===== src/rtl/juggle_scheduler_pkg.sv =====
// Shared juggling types: scheduler states, landing-queue slot and size constants.
// Used by the pattern-entry, scheduler and render blocks.
package juggle_pkg;

   localparam int unsigned MAX_LEN    = 7;
   localparam int unsigned MAX_HEIGHT = 7;
   localparam int unsigned BALL_W     = 3;

   typedef enum logic [1:0] {
      IDLE,
      LOAD,
      RUN,
      FAULT
   } sched_state_t;

   typedef struct packed {
      logic              occupied;
      logic [BALL_W-1:0] ball;
   } slot_t;

endpackage


===== src/rtl/juggle_scheduler_landing_queue.sv =====
// Landing queue: one slot per beat ahead, slot 0 lands on the current beat.
// Performs init (balls 0..n-1 in the lowest slots), shift+insert and collision detect.
module landing_queue
   import juggle_pkg::*;
(
   input  logic              clk,
   input  logic              rst,
   input  logic              clear,
   input  logic              init,
   input  logic [2:0]        num_balls,
   input  logic              step,
   input  logic [2:0]        height,
   output slot_t             head,
   output logic              collision
);

   slot_t slots   [MAX_HEIGHT];
   slot_t shifted [MAX_HEIGHT];
   slot_t next    [MAX_HEIGHT];

   assign head = slots[0];

   // Queue as it looks one beat later, then the caught ball re-inserted h-1 slots ahead
   always_comb begin
      for (int unsigned k = 0; k < MAX_HEIGHT - 1; k++) begin
         shifted[k] = slots[k+1];
      end
      shifted[MAX_HEIGHT-1] = '0;
      collision = 1'b0;
      for (int unsigned k = 0; k < MAX_HEIGHT; k++) begin
         next[k] = shifted[k];
         if (height != 3'd0 && k == 32'(height) - 1) begin
            next[k] = slots[0];
            if (shifted[k].occupied) begin
               collision = 1'b1;
            end
         end
      end
   end

   // Slot storage: clear, load initial ball placement, or advance one beat
   always_ff @(posedge clk or posedge rst) begin
      if (rst) begin
         for (int unsigned k = 0; k < MAX_HEIGHT; k++) begin
            slots[k] <= '0;
         end
      end else if (clear) begin
         for (int unsigned k = 0; k < MAX_HEIGHT; k++) begin
            slots[k] <= '0;
         end
      end else if (init) begin
         for (int unsigned k = 0; k < MAX_HEIGHT; k++) begin
            if (k < 32'(num_balls)) begin
               slots[k] <= '{1'b1, BALL_W'(k)};
            end else begin
               slots[k] <= '0;
            end
         end
      end else if (step) begin
         for (int unsigned k = 0; k < MAX_HEIGHT; k++) begin
            slots[k] <= next[k];
         end
      end
   end

endmodule


===== src/rtl/juggle_scheduler.sv =====
// Siteswap playback scheduler: one throw per beat, tracks balls in flight,
// flags missing balls, drops and collisions.
// Optional JUGGLE_SCHED_STATS_EN adds throw_count_out (beats since LOAD, saturating).
module juggle_scheduler
   import juggle_pkg::*;
(
   input  logic                         clk_in,
   input  logic                         rst_in,
   input  logic                         new_beat,
   input  logic [MAX_LEN-1:0][2:0]      pattern_in,
   input  logic [2:0]                   pattern_length,
   input  logic [2:0]                   num_balls_in,
   input  logic                         pattern_valid_in,
   output logic                         throw_valid_out,
   output logic [2:0]                   throw_height_out,
   output logic [BALL_W-1:0]            throw_ball_out,
   output logic                         throw_hand_out,
   output logic [2:0]                   beat_index_out,
   output logic                         running_out,
   output logic                         error_out
`ifdef JUGGLE_SCHED_STATS_EN
   ,
   output logic [15:0]                  throw_count_out
`endif
);

   sched_state_t            state, state_nxt;
   logic                    do_load, do_beat, do_clear;
   logic [MAX_LEN-1:0][2:0] pat_q;
   logic [2:0]              len_q;
   logic [2:0]              index;
   logic                    hand;
   logic [2:0]              height;
   slot_t                   head;
   logic                    collision;
   logic                    violation;

   assign height      = pat_q[index];
   assign violation   = (height != 3'd0 && !head.occupied) ||
                        (height == 3'd0 &&  head.occupied) ||
                        collision;
   assign running_out = (state == RUN);
   assign error_out   = (state == FAULT);

   landing_queue u_queue (
      .clk       (clk_in),
      .rst       (rst_in),
      .clear     (do_clear),
      .init      (do_load),
      .num_balls (num_balls_in),
      .step      (do_beat),
      .height    (height),
      .head      (head),
      .collision (collision)
   );

   // State register
   always_ff @(posedge clk_in or posedge rst_in) begin
      if (rst_in) begin
         state <= IDLE;
      end else begin
         state <= state_nxt;
      end
   end

   // Next state and per-cycle control; losing pattern_valid_in wins over a beat
   always_comb begin
      state_nxt = state;
      do_load   = 1'b0;
      do_beat   = 1'b0;
      do_clear  = 1'b0;
      case (state)
         IDLE:  if (pattern_valid_in) state_nxt = LOAD;
         LOAD: begin
            do_load   = 1'b1;
            state_nxt = RUN;
         end
         RUN: begin
            if (!pattern_valid_in) begin
               do_clear  = 1'b1;
               state_nxt = IDLE;
            end else if (new_beat) begin
               do_beat = 1'b1;
               if (violation) state_nxt = FAULT;
            end
         end
         FAULT: begin
            if (!pattern_valid_in) begin
               do_clear  = 1'b1;
               state_nxt = IDLE;
            end
         end
         default: state_nxt = IDLE;
      endcase
   end

   // Pattern latch, index/hand sequencing and registered throw outputs
   always_ff @(posedge clk_in or posedge rst_in) begin
      if (rst_in) begin
         pat_q            <= '0;
         len_q            <= '0;
         index            <= '0;
         hand             <= 1'b0;
         throw_valid_out  <= 1'b0;
         throw_height_out <= '0;
         throw_ball_out   <= '0;
         throw_hand_out   <= 1'b0;
         beat_index_out   <= '0;
      end else begin
         throw_valid_out <= do_beat;
         if (do_load) begin
            pat_q <= pattern_in;
            len_q <= pattern_length;
            index <= '0;
            hand  <= 1'b0;
         end else if (do_beat) begin
            throw_height_out <= height;
            throw_ball_out   <= (height != 3'd0) ? head.ball : '0;
            throw_hand_out   <= hand;
            beat_index_out   <= index;
            index            <= (index == len_q - 3'd1) ? '0 : index + 3'd1;
            hand             <= ~hand;
         end
      end
   end

`ifdef JUGGLE_SCHED_STATS_EN
   // Executed-beat counter, saturating, restarted by every LOAD
   always_ff @(posedge clk_in or posedge rst_in) begin
      if (rst_in) begin
         throw_count_out <= '0;
      end else if (do_load) begin
         throw_count_out <= '0;
      end else if (do_beat && throw_count_out != 16'hFFFF) begin
         throw_count_out <= throw_count_out + 16'd1;
      end
   end
`endif

endmodule


===== config.mk =====
export PLATFORM = sky130hd
export DESIGN_NAME = juggle_scheduler
export DESIGN_NICKNAME = d
export VERILOG_FILES = /design/src/rtl/juggle_scheduler_pkg.sv /design/src/rtl/juggle_scheduler_landing_queue.sv /design/src/rtl/juggle_scheduler.sv
export SDC_FILE = /design/constraint.sdc
export NUM_CORES = 1
export LEC_CHECK = 0
export CAP_MARGIN = 20
export CORE_MARGIN = 4
export CORE_UTILIZATION = 50
export CTS_BUF_LIST = sky130_fd_sc_hd__clkbuf_8 sky130_fd_sc_hd__clkbuf_16
export DETAILED_ROUTE_END_ITERATION = 7
export GPL_TIMING_DRIVEN = 0
export PLACE_DENSITY_LB_ADDON = 0.1
export SYNTH_ARGS = -nofsm -noshare
export SYNTH_HDL_FRONTEND = slang
export SYNTH_SLANG_ARGS = --single-unit

===== constraint.sdc =====
create_clock -name clk_in -period 3.1 [get_ports clk_in]
set_input_delay 0.62 -clock clk_in [delete_from_list [all_inputs] [get_ports clk_in]]
set_output_delay 0.62 -clock clk_in [all_outputs]
set_load 0.02 [all_outputs]

## Word level (Yosys, flattened, before mapping)

Cells that the tools add are included.
Widths: inputs -> output; s select.

- Bits in registers: 69
- Word-level logic and storage cells: 129

- Add/sub/neg operators: 3
- Magnitude comparators: 8
- Eq/ne operators: 15
- Muxes and demuxes: 49
- Bitwise gates (word level): 2
- Reductions and logical operators: 22

Operator list:

| operator | count |
|---|---|
| $eq 3x32->1 const A | 3 |
| $mux 28 | 3 |
| $eq 2x32->1 const A | 2 |
| $mux 4 | 14 |
| $eq 1x32->1 const A | 1 |
| $logic_not 32->1 | 1 |
| $mux 1 | 20 |
| $mux 3 | 5 |
| $mux 2 | 5 |
| $bmux 3 s3 | 1 |
| $logic_and 1x1->1 | 9 |
| $lt 3x3->1 const A | 3 |
| $pmux 2 s4 | 1 |
| $lt 1x3->1 const A | 2 |
| $lt 2x3->1 const A | 2 |
| $ne 3x3->1 const B | 2 |
| $reduce_bool 3->1 | 2 |
| $eq 2x2->1 const B | 2 |
| $lt 3x4->1 const B | 1 |
| $ne 2x2->1 const B | 2 |
| $reduce_and 2->1 | 2 |
| $reduce_and 4->1 | 1 |
| $sub 3x1->4 const B | 1 |
| $add 3x1->3 const B | 1 |
| other kinds (11) | 13 |

## Depth between registers and ports, before layout

Gate-level depths: netlist of run 1.

- Depth in word-level cells: 21
- Depth in mapped cells: 13
- Mapped depth without buffers: 9

## By module

A second synthesis of run 1 with hierarchy kept.

- Cell total of the unflattened synthesis: 337
- Area, all modules: 3,524.6 µm²

By module, submodules not included:

| module | instances | cells an instance | area an instance (µm²) | seq. area each (µm²) |
|---|---|---|---|---|
| juggle_scheduler | 1 | 162 | 1,879.3 | 1,026.0 |
| landing_queue | 1 | 175 | 1,645.3 | 700.7 |

## Least setup slack after synthesis of run 1

Ideal clock, no wire load.

- Kind: reg2reg
- From: reg index[1]
- To: reg state[0]
- Library setup time: 0.094 ns
- Data arrival time: 2.522 ns
- Path slack: 0.484 ns
- Cell stages (with the launch flop): 13
- Clock period less this slack: 2.616 ns
- Path through: dfrtp_1 buf_6 nand3b_1 o211a_1 a221oi_2 buf_6 a21oi_1 ha_1 clkbuf_1 nand2b_1 nor4b_4 a221oi_2 a221oi_2

- Longest elaborated chain between the ends: 19
- Elaborated cells between the ends (all ways): 34

RTL lines:

| what | line | RTL |
|---|---|---|
| start: declaration | juggle_scheduler.sv:31 | `logic [2:0] index;` |
| start signal: assignment | juggle_scheduler.sv:121 | `index <= (index == len_q - 3'd1) ? '0 : index + 3'd1;` |
| $bmux 3 s3 * | juggle_scheduler.sv:38 | `assign height = pat_q[index];` |
| $mux 3 (not written as such) * | juggle_scheduler.sv:38 |  |
| $sub 3x1->4 | juggle_scheduler_landing_queue.sv:32 | `if (height != 3'd0 && k == 32'(height) - 1) begin` |
| $logic_not 32->1 | juggle_scheduler_landing_queue.sv:32 |  |
| $logic_and 1x1->1 | juggle_scheduler_landing_queue.sv:32 |  |
| $mux 1 | juggle_scheduler_landing_queue.sv:32 |  |
| $mux 1 | juggle_scheduler_landing_queue.sv:34 | `if (shifted[k].occupied) begin` |
| $mux 1 | juggle_scheduler_landing_queue.sv:32 |  |
| (+3 left out) | -- |  |
| $mux 1 | juggle_scheduler_landing_queue.sv:32 |  |
| $mux 1 | juggle_scheduler_landing_queue.sv:34 |  |
| $mux 1 | juggle_scheduler_landing_queue.sv:32 |  |
| $mux 1 | juggle_scheduler_landing_queue.sv:34 |  |
| $mux 1 | juggle_scheduler_landing_queue.sv:32 |  |
| $logic_or 1x1->1 * | juggle_scheduler.sv:40 | `(height == 3'd0 && head.occupied) \|\|` |
| $ne 3x2->1 (no line) * | -- |  |
| $reduce_and 4->1 (no line) * | -- |  |
| end signal: assignment | juggle_scheduler.sv:62 | `state <= state_nxt;` |
| end: declaration | juggle_scheduler.sv:27 | `sched_state_t state, state_nxt;` |

Mark *: on every way between the ends. The rest lies on a longest branch, timed or not. The select of a mux whose other input is x is not followed.
A chain may end at the register's enable or synchronous reset.

## Worst setup path in the final report of run 1

- From: reg index[0]
- To: reg u_queue.slots, in the netlist u_queue.shifted[18]

- Longest elaborated chain between the ends: 9
- Elaborated cells between the ends (all ways): 10

RTL lines:

| what | line | RTL |
|---|---|---|
| $bmux 3 s3 * | juggle_scheduler.sv:38 |  |
| $mux 3 (not written as such) * | juggle_scheduler.sv:38 |  |
| $sub 3x1->4 | juggle_scheduler_landing_queue.sv:32 |  |
| $eq 2x32->1 | juggle_scheduler_landing_queue.sv:32 |  |
| $logic_and 1x1->1 * | juggle_scheduler_landing_queue.sv:32 |  |
| $mux 4 * | juggle_scheduler_landing_queue.sv:32 |  |
| $mux 28 * | juggle_scheduler_landing_queue.sv:59 | `end else if (step) begin` |
| $mux 28 * | juggle_scheduler_landing_queue.sv:51 | `end else if (init) begin` |
| $mux 28 * | juggle_scheduler_landing_queue.sv:47 | `end else if (clear) begin` |
| end signal: indexed assignment | juggle_scheduler_landing_queue.sv:54 | `slots[k] <= '{1'b1, BALL_W'(k)};` |
| end signal: indexed assignment | juggle_scheduler_landing_queue.sv:61 | `slots[k] <= next[k];` |
| end: declaration | juggle_scheduler_landing_queue.sv:17 | `slot_t slots [MAX_HEIGHT];` |

Marks and branches as above.

==> metrics.cfg, run 1 <==
[synth]
top_cell_type_by_total_area_after_synthesis = dfrtp_1
syn_nets = 386
synth-compound-area-share_pct = 13.23
synth_xor_xnor_area_share_pct = 1.553
post_synth_instance_area_um2 = 3384
ys_types = 43
synth-adder-area-share_pct = 1.109
seq_total_area_yosys_pct = 51.02
synthesis_warning_total = 0
netlist_top_cells_count = nand2_1, dfrtp_1, mux2i_1
synth_seq_cells = 69
post_synth_mux_area_share_pct = 9.464
yosysMostFrequentCell = nand2_1
postSynthCellCount = 352
synth_ff_type = dfrtp_1
synthArstFlopShare_pct = 100.0
dominant_combinational_cell_family_by_area_after_synthesis = simple AND/OR/NAND/NOR gates
synth.top_cells.by_area = dfrtp_1, nand2_1, mux2i_1
synth_top_area_share_pct = 51.02
post_synth_edffs = 0
postSynthAreaPerCell_um2 = 9.615
yosys.area_share.simple_pct = 18.82

[critical_path]
crit_required_ns = 3.32
critical_path_data_arrival_time_ns = 3.12
endpoint_kind = flop
critical_path_class = flop to flop
critical_path_peak_fanout = 10
critPathLaunchType = flop

[routing]
routed_wire_length_per_instance_um = 15.15
totalWireLength_mm = 7.378
routed_via_density = 5.347
drt_drc_violations_left = 0
dr.pass1.iters = 4
drt_iter0_drc = 120
route.vias.total = 2604
antenna_left = 0

[place]
placed_area_um2 = 3914
place_inst = 472
dp_slack_ns = 0.1372
detailedPlacementHpwl_mm = 5.155
routabilityCongestion = 0.8228
io_buffers = 43

[global_route]
grtUsageMet2_pct = 28.62
grt_start_max_net_pins = 70
grt_pass1_wl_mm = 12.48
grtUsageMet1_pct = 27.07
grt_antenna_before_repair = 0
first_global_vias = 2470
grt-ovfl-total = 0
gr_util_met3_pct = 5.083
grt_util_all_layers_pct = 19.31
top_usage_layer = met2

[power_and_ir_drop]
power_density_nw_per_um2 = 1007
cellInternalPower_w = 0.002491
clock_power_share_pct = 18.0
switching_share_pct = 40.03
sequentialPowerShare_pct = 33.7
share_comb_of_total_power_pct = 48.3
power_leakage_nw = 1.932
power.ir.vdd_worst_mv = 0.5127
switching_power_w = 0.001663

[floorplan]
initial_utilization_pct = 52.40
top_level_pins = 44
row_count = 29
core-area_um2 = 6459
design.die.area_um2 = 8150
chipHeight_um = 90.28
floorplan.die.width_um = 90.28

[sta]
timing_worst_slew_pin_value_ns = 0.8422
setup_total_negative_slack_ns = 0
fmax_mhz = 344.5
min_period_over_period_pct = 93.63
timing.max_slew.rel_slack_pct = 43.86
final-max-slew-violation-count = 0
rsz0062_at_grt = no
timing.final.hold_violations = 0
layout_setup_ws_ns = 0.1975
setup_viol = 0
period_minus_slack_ns = 2.902
finalClockSkew_ns = 0.006372

[final_layout]
multiInputGateArea_um2 = 1500
fin_cells = 487
finish.instance_area_um2 = 4125
nets = 441
antennaDiodeCount = 0
storage_cell_area_um2 = 1727
synthToLayoutAreaGrowth_pct = 21.89
layout-drive-gt1-share_pct = 8.049
postLayoutCoreUtil_pct = 63.87
fillerInstances = 574

[clock_tree]
cts_made_buffers = 9
worst_skew_late_latency_ns = 0.35
h_tree_level_count = 3
clockBufferDepth = 2
tritoncts = done
clk_transition_reported_paths_ns = 0.07
clockRootBuffer = clkbuf_8
hold_buffers = 0
cts.sink_count = 69

[min_path]
hold_class = flop to flop

[flow_run]
maxCapViolCount = 0

[status]
outcome = finished, final reports clean

routing by layer:
layer	vias to the layer above	part of all wire, %
met3	12	4.8
met1	1235	50
met5	-	0
met2	58	43
met4	0	1.9
li1	1299	-
repair_timing:
action                     4_1_cts  5_1_grt
setup endpoints to repair        0        8
gates resized for setup          0        1
buffers inserted                 0        1
per-stage QoR:
step	total power [W]	hold WS, ns
2_1_floorplan	0.002885	0.4450
3_3_place_gp	0.003363	0.4571
3_5_place_dp	0.003401	0.4626
4_1_cts	0.004152	0.4785
5_1_grt	0.004479	0.4931
6_report	0.004153	0.4720
path summary, 6_finish.rpt:
path	from	to	slack, ns	cells past startpoint
setup / recovery	index[0]	u_queue.shifted[18]	0.20	13
hold / removal	beat_index_out[0]	beat_index_out[0]	0.47	2
setup reg to reg	index[0]	u_queue.shifted[18]	0.20	13
hold reg to reg	beat_index_out[0]	beat_index_out[0]	0.47	2
max in group asynchronous	rst_in	len_q[1]	1.74	2
min in group asynchronous	rst_in	u_queue.head[2]	0.79	2
critical path: stages (launching register included):
cell and delay (ns):
dfrtp_1 0.40, buf_6 0.15, buf_12 0.14, mux2i_1 0.14, a221oi_2 0.31, buf_6 0.19
a21oi_1 0.05, ha_1 0.19, clkbuf_1 0.21, nand2b_1 0.26, nor4b_4 0.27, buf_4 0.20
mux2i_1 0.20, o21ai_1 0.07
cell usage in the layout, fill, tap and decap left out, drive strengths merged, types with 3 or more instances in the layout:
cell,synthesis,routed
a21oi,13,13
a221o,4,4
a221oi,3,3
a22o,3,3
buf,9,10
clkbuf,15,27
clkdlybuf4s50,0,43
dfrtp,69,69
ha,3,3
inv,6,7
mux2i,32,32
nand2,108,108
nand2b,5,5
nand3,3,3
nand3b,4,4
nor2,10,10
nor2b,4,4
nor3,3,3
o211ai,7,7
o21ai,28,28
xor2,4,4
power groups by stage:
stage | clock network [W] | registers (W) | logic [W]
global route | 0.000802 | 0.00143 | 0.00224
detailed placement | 0 | 0.00141 | 0.00199
CTS | 0.000754 | 0.00140 | 0.00200
floorplan | 0 | 0.00141 | 0.00147
finish | 0.000748 | 0.00140 | 0.00200
global placement | 0 | 0.00141 | 0.00196
sequential cells by signal, summed over array words and instances, names as in the netlist:
register,flops
beat_index_out,3
hand,1
index,3
len_q,3
pat_q,21
state,2
throw_ball_out,3
throw_hand_out,1
throw_height_out,3
throw_valid_out,1
u_queue.head,4
u_queue.shifted,24
logic make-up after synthesis:
family	count (synthesis)
AND/OR/NAND/NOR	145
multiplexers	32
adder cells (fa/ha/maj)	3
AO/OA/AOI/OAI	67
buffers and inverters	30
flip-flops	69
XOR/XNOR	6
area by class of cell:
cell class,instances,area share [%]
well taps,77,2.335
plain buffers,24,3.397
flip-flops and latches,69,41.86
inverters,6,0.6066
clock buffers,12,4.004
multi-input cells,253,36.37
repair buffers,44,10.62
clock inverters,2,0.8189
Power figures use the tool's default switching activity.
==> inputs of run 2 (changes only) <==
--- a/config.mk
+++ b/config.mk
@@ -12,6 +12,7 @@
 export DETAILED_ROUTE_END_ITERATION = 7
 export GPL_TIMING_DRIVEN = 0
 export PLACE_DENSITY_LB_ADDON = 0.1
+export SKIP_CTS_REPAIR_TIMING = 1
 export SYNTH_ARGS = -nofsm -noshare
 export SYNTH_HDL_FRONTEND = slang
 export SYNTH_SLANG_ARGS = --single-unit
==> results of run 2 <==
No change in the layout: final DEF, timing and power equal those of run 1.
